**src/rtl/alarm_pkg.sv**
```systemverilog
// Shared alarm controller types: state encoding and default timing constants.
package alarm_pkg;

   typedef enum logic [1:0] {
      StOff     = 2'b00,
      StArmed   = 2'b01,
      StRinging = 2'b10,
      StSnooze  = 2'b11
   } alarm_state_e;

   localparam int unsigned RING_SEC_DEF   = 60;
   localparam int unsigned SNOOZE_SEC_DEF = 300;
   localparam int unsigned MAX_SNOOZE_DEF = 3;

   localparam logic [4:0] HR_MAX  = 5'd23;
   localparam logic [5:0] MIN_MAX = 6'd59;

   function automatic int unsigned max_u(input int unsigned a, input int unsigned b);
      return (a > b) ? a : b;
   endfunction

endpackage

```
**src/rtl/alarm_timer.sv**
```systemverilog
// Seconds down-counter shared by the ringing and snooze phases.
module alarm_timer #(
   parameter int unsigned W = 9
) (
   input  logic         i_clk,
   input  logic         i_rst,
   input  logic         i_load,
   input  logic [W-1:0] i_load_val,
   input  logic         i_sec_tick,
   output logic         o_done
);

   logic [W-1:0] r_cnt;

   always_ff @(posedge i_clk) begin
      if (i_rst) begin
         r_cnt <= '0;
      end else if (i_load) begin
         r_cnt <= i_load_val;
      end else if (i_sec_tick && (r_cnt != '0)) begin
         r_cnt <= r_cnt - 1'b1;
      end
   end

   // Pulses on the tick that expires the interval, so the owner can leave on that edge.
   assign o_done = i_sec_tick && (r_cnt == W'(1));

endmodule

```
**src/rtl/alarm_ctrl.sv**
```systemverilog
// Alarm clock controller: alarm-time setting, arm/ring/snooze FSM and buzzer drive.
module alarm_ctrl
   import alarm_pkg::*;
#(
   parameter int unsigned RING_SEC   = RING_SEC_DEF,
   parameter int unsigned SNOOZE_SEC = SNOOZE_SEC_DEF,
   parameter int unsigned MAX_SNOOZE = MAX_SNOOZE_DEF
) (
   input  logic       i_clk,
   input  logic       i_rst,
   input  logic       i_sec_tick,
   input  logic [4:0] i_cur_hr,
   input  logic [5:0] i_cur_min,
   input  logic [5:0] i_cur_sec,
   input  logic       i_alarm_on,
   input  logic       i_set_en,
   input  logic       i_hr_or_min,
   input  logic       i_inc,
   input  logic       i_stop,
   input  logic       i_snooze,
   output logic [4:0] o_al_hr,
   output logic [5:0] o_al_min,
   output logic [1:0] o_state,
   output logic       o_ringing,
   output logic       o_snoozing,
   output logic       o_buzz
);

   localparam int unsigned TimerW = $clog2(max_u(RING_SEC, SNOOZE_SEC) + 1);
   localparam int unsigned SnzW   = $clog2(MAX_SNOOZE + 1) > 0 ? $clog2(MAX_SNOOZE + 1) : 1;

   alarm_state_e      r_state, w_state_d;
   logic [SnzW-1:0]   r_snz_cnt, w_snz_cnt_d;
   logic              r_beep, w_beep_d;
   logic [4:0]        r_al_hr;
   logic [5:0]        r_al_min;
   logic              w_match;
   logic              w_timer_tick;
   logic              w_timer_load;
   logic [TimerW-1:0] w_timer_val;
   logic              w_timer_done;

   assign w_match = i_sec_tick && !i_set_en && (i_cur_hr == r_al_hr) &&
                    (i_cur_min == r_al_min) && (i_cur_sec == 6'd0);

   assign w_timer_tick = i_sec_tick && ((r_state == StRinging) || (r_state == StSnooze));
   assign w_timer_load = (w_state_d != r_state);

   always_comb begin
      w_timer_val = '0;
      if (w_state_d == StRinging) begin
         w_timer_val = TimerW'(RING_SEC);
      end else if (w_state_d == StSnooze) begin
         w_timer_val = TimerW'(SNOOZE_SEC);
      end
   end

   alarm_timer #(
      .W (TimerW)
   ) u_timer (
      .i_clk      (i_clk),
      .i_rst      (i_rst),
      .i_load     (w_timer_load),
      .i_load_val (w_timer_val),
      .i_sec_tick (w_timer_tick),
      .o_done     (w_timer_done)
   );

   always_comb begin
      w_state_d   = r_state;
      w_snz_cnt_d = r_snz_cnt;
      if (!i_alarm_on) begin
         w_state_d = StOff;
      end else begin
         unique case (r_state)
            StOff:   w_state_d = StArmed;
            StArmed: if (w_match) w_state_d = StRinging;
            StRinging: begin
               if (i_stop) begin
                  w_state_d = StArmed;
               end else if (i_snooze) begin
                  // Once the snooze allowance is spent, snooze behaves like stop.
                  if (r_snz_cnt < SnzW'(MAX_SNOOZE)) begin
                     w_state_d   = StSnooze;
                     w_snz_cnt_d = r_snz_cnt + 1'b1;
                  end else begin
                     w_state_d = StArmed;
                  end
               end else if (w_timer_done) begin
                  w_state_d = StArmed;
               end
            end
            StSnooze: begin
               if (i_stop) begin
                  w_state_d = StArmed;
               end else if (w_timer_done) begin
                  w_state_d = StRinging;
               end
            end
            default: w_state_d = StOff;
         endcase
      end
      if ((w_state_d == StOff) || (w_state_d == StArmed)) begin
         w_snz_cnt_d = '0;
      end
   end

   always_comb begin
      w_beep_d = 1'b0;
      if (w_state_d == StRinging) begin
         if (r_state != StRinging) begin
            w_beep_d = 1'b1;
         end else if (i_sec_tick) begin
            w_beep_d = ~r_beep;
         end else begin
            w_beep_d = r_beep;
         end
      end
   end

   always_ff @(posedge i_clk) begin
      if (i_rst) begin
         r_state   <= StOff;
         r_snz_cnt <= '0;
         r_beep    <= 1'b0;
      end else begin
         r_state   <= w_state_d;
         r_snz_cnt <= w_snz_cnt_d;
         r_beep    <= w_beep_d;
      end
   end

   always_ff @(posedge i_clk) begin
      if (i_rst) begin
         r_al_hr  <= '0;
         r_al_min <= '0;
      end else if (i_set_en && i_inc) begin
         if (i_hr_or_min) begin
            r_al_min <= (r_al_min == MIN_MAX) ? '0 : r_al_min + 1'b1;
         end else begin
            r_al_hr <= (r_al_hr == HR_MAX) ? '0 : r_al_hr + 1'b1;
         end
      end
   end

   assign o_al_hr    = r_al_hr;
   assign o_al_min   = r_al_min;
   assign o_state    = r_state;
   assign o_ringing  = (r_state == StRinging);
   assign o_snoozing = (r_state == StSnooze);
   assign o_buzz     = r_beep;

endmodule

```
**config.mk**
```make
export PLATFORM = sky130hd
export DESIGN_NAME = alarm_ctrl
export DESIGN_NICKNAME = d
export VERILOG_FILES = /design/src/rtl/alarm_pkg.sv /design/src/rtl/alarm_timer.sv /design/src/rtl/alarm_ctrl.sv
export SDC_FILE = /design/constraint.sdc
export NUM_CORES = 1
export LEC_CHECK = 0
export ABC_AREA = 1
export BUFFER_PORTS_ARGS = -buffer_cell sky130_fd_sc_hd__buf_2
export CAP_MARGIN = 20
export CORE_ASPECT_RATIO = 1.25
export CORE_UTILIZATION = 34
export CTS_BUF_LIST = sky130_fd_sc_hd__clkbuf_8 sky130_fd_sc_hd__clkbuf_16
export CTS_CLUSTER_DIAMETER = 80
export DETAILED_ROUTE_END_ITERATION = 10
export PLACE_DENSITY = 0.63
export SLEW_MARGIN = 20
export SYNTH_ARGS = -nofsm -noshare
export SYNTH_HDL_FRONTEND = slang
export SYNTH_HIERARCHICAL = 1
export SYNTH_SLANG_ARGS = --single-unit
```
**constraint.sdc**
```tcl
create_clock -name i_clk -period 3.55 [get_ports i_clk]
set_clock_uncertainty 0.2 [all_clocks]
set_input_delay 0.355 -clock i_clk [delete_from_list [all_inputs] [get_ports i_clk]]
set_output_delay 0.355 -clock i_clk [all_outputs]
set_load 0.005 [all_outputs]
```
# After elaboration in Yosys (flattened, before gate mapping)
# Index checks and enable logic that the tools add are counted.
[word_totals] wordCells=67 reg_bits=25 out_inout_bits=16
[classes] n_reduce_logical=22 n_mux=17 bitwise=4 n_addsub=4 eq_ne=13 order_cmp=1
[op_table] op="2-to-1 mux 9 bit" n=4
[op_table] op="2-to-1 mux 2 bit" n=8
[op_table] op="equality test 9 x 1 -> 1 bit (second input constant)" n=1
[op_table] op="nonzero test 9 bit" n=1
[op_table] op="subtractor 9 x 1 -> 9 bit (second input constant)" n=1
[op_table] op="equality test 2 bit (second input constant)" n=4
[op_table] op="logical AND 1 bit" n=8
[op_table] op="case mux 2 bit (4 select lines)" n=1
[op_table] op="adder 6 x 1 -> 6 bit (second input constant)" n=1
[op_table] op="equality test 6 bit" n=1
[op_table] op="equality test 6 bit (second input constant)" n=1
[op_table] op="logical NOT 6 bit" n=1
[op_table] op="2-to-1 mux 6 bit" n=1
[op_table] op="adder 5 x 1 -> 5 bit (second input constant)" n=1
[op_table] op="equality test 5 bit" n=1
[op_table] op="equality test 5 bit (second input constant)" n=1
[op_table] op="2-to-1 mux 5 bit" n=1
[op_table] op="AND reduction 5 bit" n=1
[op_table] op="equality test 2 x 1 -> 1 bit (second input constant)" n=2
[op_table] op="logical NOT 2 bit" n=2
[op_table] op="NOT 1 bit" n=4
[op_table] op="AND reduction 2 bit" n=2
[op_table] op="nonzero test 2 bit" n=2
[op_table] op="OR reduction 2 bit" n=2
[op_table] op="7 further kinds" n=9

# Longest topological paths before layout
[logic_depth] ltp_word=13 ltp_mapped=19 depth_no_buf=18

# Hierarchy
# The synthesis kept the hierarchy.
[by_module_without_submodules] module="alarm_ctrl" cells_per_inst=178 instances=1 area_per_inst_um2=1093.5
[by_module_without_submodules] module="alarm_timer" cells_per_inst=115 instances=1 area_per_inst_um2=678.2

# Least setup slack after synthesis
# Ideal clock, no wire load.
[synth_timing] path_kind="register to register" from="reg u_timer.r_cnt[1]" to="reg u_timer.r_cnt[4]" setup_slack_ns=0.918 setup_ns=0.119 arrival_ns=2.312 stages_incl_launch_ff=17 period_less_slack_ns=2.632 path_cell_list="dfxtp_1 > inv_1 > ha_1 > nand2_1 > nor4_1 > nor2_1 > o31ai_1 > nand2_2 > nand3_1 > nand2_1 > inv_1 > nand2_1 > inv_1 > clkbuf_1 > nand3_1 > o21ai_0 > a21oi_1"
[synth_via] word_cells_on_any_way=18
[synth_lines] item="start, declared" line="alarm_timer.sv:13" text="logic [W-1:0] r_cnt;"
[synth_lines] item="start signal, assigned" line="alarm_timer.sv:19" text="r_cnt <= i_load_val;"
[synth_lines] item="start signal, assigned" line="alarm_timer.sv:21" text="r_cnt <= r_cnt - 1'b1;"
[synth_lines] item="equality test 9 x 1 -> 1 bit (*)" line="alarm_timer.sv:26" text="assign o_done = i_sec_tick && (r_cnt == W'(1));"
[synth_lines] item="logical AND 1 bit (*)" line="alarm_timer.sv:26"
[synth_lines] item="named net w_timer_done" line="alarm_ctrl.sv:41" text="logic w_timer_done;"
[synth_lines] item="2-to-1 mux 2 bit" line="alarm_ctrl.sv:89" text="end else if (w_timer_done) begin"
[synth_lines] item="2-to-1 mux 2 bit" line="alarm_ctrl.sv:81" text="end else if (i_snooze) begin"
[synth_lines] item="2-to-1 mux 2 bit" line="alarm_ctrl.sv:79" text="if (i_stop) begin"
[synth_lines] item="case mux 2 bit (4 select lines) (*)" line="alarm_ctrl.sv:75" text="unique case (r_state)"
[synth_lines] item="2-to-1 mux 2 bit (*)" line="alarm_ctrl.sv:72" text="if (!i_alarm_on) begin"
[synth_lines] item="!= test 2 bit (*)" line="alarm_ctrl.sv:47" text="assign w_timer_load = (w_state_d != r_state);"
[synth_lines] item="named net w_timer_load" line="alarm_ctrl.sv:39" text="logic w_timer_load;"
[synth_lines] item="2-to-1 mux 9 bit / nonzero test 2 bit (equally long branches)"
# Mark *: on every way through the listed nets, which the timed path passes. The rest lies on a longest branch. The select of a mux whose other input is x is not followed.
# A chain may end at the register's enable or synchronous reset.

# Worst setup path in the final report
[layout_timing] from="reg u_timer.r_cnt[1]" to="reg u_timer.r_cnt[1]"
# Same word-level chain as after synthesis.

==> flow_summary_export.csv <==
group,metric,value,unit
outcome,status,"finished clean",
global_route,track_usage,0.1672,
critical_path,cp-start-kind,"register",
floorplan,num_io_pins,42,
clock_tree,cts_resized,0,
clock_tree,cts_sinks,25,
timing,fin_tns_setup,0,ns
clock_tree,clk_pin_slew,0.10,ns
synth,yosysTopAreaCell,"dfxtp_1",
floorplan,start_util,0.3513,
floorplan,die_w,66.57,µm
clock_tree,holdBufCountCts,0,
floorplan,fp.dieArea,5505,µm²
global_route,grt_max_degree,17,
synth,synth_seq_cells,25,
timing,hold_viol_final,0,
synth,syn-cell-area,1772,µm²
place,dp_hpwl,3.384,mm
worst_hold_path,whs_path_depth,4,
critical_path,r2r_start,"u_timer/r_cnt[1]",
critical_path,rrSetupSlack,0.45,ns
worst_hold_path,min_to,"o_al_hr[2]",
global_route,grt.overflow.total,0,
route,postRouteAntennaNets,0,
critical_path,end_kind,"register",
timing,fin_crit_sh,0.8742,
clock_tree,cts_buffers,3,
floorplan,core,5044,µm²
synth,netlist_top_cells_area,"dfxtp_1 28%, nand2_1 18%, inv_1 8.9%",
clock_tree,cts_max_level,1,
floorplan,fp.dieH,82.71,µm
power,vdd_drop_max,0.1878,mV
route,dr.pass1.iters,4,
finish,layout-drive-gt1-share,0.2077,
critical_path,r2r_end,"u_timer/r_cnt[1]",
clock_tree,post-cts-setup-buffer-count,0,
synth,ys_warn_count,6,
clock_tree,clock-root-buffer,"clkbuf_8",
place,gp_congestion,0.8685,
route,wl_per_cell,10.45,µm
place,dpl.cell_count,395,
global_route,grt_pass1_vias,1708,
route,drc,0,
floorplan,num_rows,29,
critical_path,crit_type,"register to register",
worst_hold_path,min_from,"i_hr_or_min",
flow_run,maxCapViolCount,0,
route,drtIter0Drc,92,
synth,synth.distinct_cells,34,
timing,slew_viol_final,0,
timing,fin_crit,3.103,ns
synth,ys_seq_area_frac,0.2825,
place,dpl_cell_area,2043,µm²
clock_tree,insertion_delay,0.28,ns
finish,syn_to_final_growth,18.08,%
synth,yosysTopAreaCellShare,0.2825,
route,vias_per_cell,4.684,
timing,max_freq,322.2,MHz
synth,synth_cells,293,
global_route,grt_pass1_wl,7.024,mm
worst_hold_path,worst_hold_path_type,"input pin to register",
synth,syn_avg_cell_area,6.047,µm²
finish,diodes,0,
power,p_per_area,315.3,nW/µm²
finish,layout.cells.non_filler,399,
route,dr_total_vias,1869,
timing,rsz0062_at_grt,"no",
finish,nNetsFinal,370,
critical_path,ff2ff_path_depth,17,
route,drt-total-wl,4.168,mm
global_route,antenna_found_initial,0,
critical_path,crit_arrival,3.09,ns
timing,finalSetupViolCount,0,
power,cellLeakagePower,1.077,nW
clock_tree,clockBufferDepth,2,
place,portBuffers,41,
finish,design_area,2092,µm²
critical_path,critical_path_required,3.53,ns
critical_path,cp_max_fo,16,
clock_tree,cts_tree,"built",
[per-layer routing]
metal,global-route usage,share of wire,vias to the layer above
met5,0,0,-
met4,0.09149,0.031,0
met3,0.03159,0.041,10
met2,0.2990,0.49,48
met1,0.1836,0.43,813
li1,-,-,998
[registers in the layout (all words and copies together) (netlist names)]
name           count
o_buzz             1
u_timer/r_cnt      9
o_al_min           6
r_snz_cnt          2
o_state            2
o_al_hr            5
[worst max-delay path, cell delays in order, from the launching register on]
cell,delay [ns]
dfxtp_1,0.33
inv_1,0.15
ha_1,0.17
nand2_1,0.05
nor4_1,0.35
nor2_1,0.12
o31ai_1,0.30
nand2_2,0.12
nand2_4,0.10
nand2_1,0.05
nand2_1,0.05
inv_1,0.03
nand2_1,0.25
inv_1,0.30
nand2_2,0.22
inv_1,0.07
nor2_1,0.09
nor2_1,0.04
[metrics by stage]
stage                       util  total power, mW  setup slack (ns)  hold slack [ns]
after floorplan                -           0.4320            0.9184           0.2271
final                     0.4148           0.6596            0.4466           0.1680
after CTS                 0.4148           0.6664            0.4826           0.1673
after global routing      0.4148           0.7070            0.1084           0.1770
after global placement    0.4051           0.4846            0.5776           0.3009
after detailed placement  0.4051           0.4834            0.4868           0.3088
[synth_stat cells]
cell       n
conb_1     1
mux2_2     1
nand4_2    1
nor4_1     1
nand3_2    1
inv_2      9
nand2_2    4
xnor2_1    4
nor2_1    32
clkbuf_1   2
a31oi_1    1
nor3_2     1
nand3_1   22
or2_0      1
nor2_2     6
o21ai_0   11
nand3b_1   1
nor2_4     1
nor3b_1    1
o21a_1     1
buf_6      1
xor2_1     2
a21oi_1   16
o31ai_1    2
o21ai_1    1
nor3_1     5
dfxtp_1   25
nand4_1    3
nand2_4    1
ha_1       6
nand2_1   85
buf_1      1
inv_1     42
a211oi_1   1
[final cells by class]
cell class / count / area (µm²)
flip-flops and latches: 25 / 500.5
inverters: 51 / 191.4
clock buffers: 3 / 41.29
multi-input cells: 216 / 1069
repair buffers: 41 / 205.2
well taps: 62 / 77.57
clock inverters: 1 / 7.507
fillers: 563 / 2952
[power by group]
part	internal (mW)	total [mW]	switching [mW]
clock	0.0800	0.182	0.102
combinational	0.0628	0.167	0.104
sequential	0.294	0.311	0.0167
[worst max path at each step]
stage | startpoint | end | slack, ns | cells after the start
floorplan | u_timer/r_cnt[1] | u_timer/r_cnt[4] | 0.92 | 16
global placement | i_sec_tick | u_timer/r_cnt[1] | 0.58 | 18
detailed placement | i_sec_tick | u_timer/r_cnt[1] | 0.49 | 18
CTS | u_timer/r_cnt[0] | u_timer/r_cnt[1] | 0.48 | 16
global route | o_state[1] | u_timer/r_cnt[4] | 0.11 | 15
finish | u_timer/r_cnt[1] | u_timer/r_cnt[1] | 0.45 | 17
[cell usage in the layout (no fill, tap or decap), drive strengths merged, types with 2 or more instances in the layout]
cell / instances
inv: 51
dfxtp: 25
a21oi: 16
buf: 41
o21ai: 12
xnor2: 4
nor3: 6
xor2: 2
nand4: 4
clkbuf: 3
nand2: 90
nor2: 39
conb: 4
ha: 6
o31ai: 2
nand3: 23
[cells by family after synthesis]
group | share of synthesized area
AND/OR/NAND/NOR | 0.4167
buffers and inverters | 0.1208
AO/OA/AOI/OAI | 0.09958
flip-flops | 0.2825
adder cells (fa/ha/maj) | 0.04237
XOR/XNOR | 0.02966
other | 0.002117
multiplexers | 0.006355
Power figures use the tool's default switching activity.
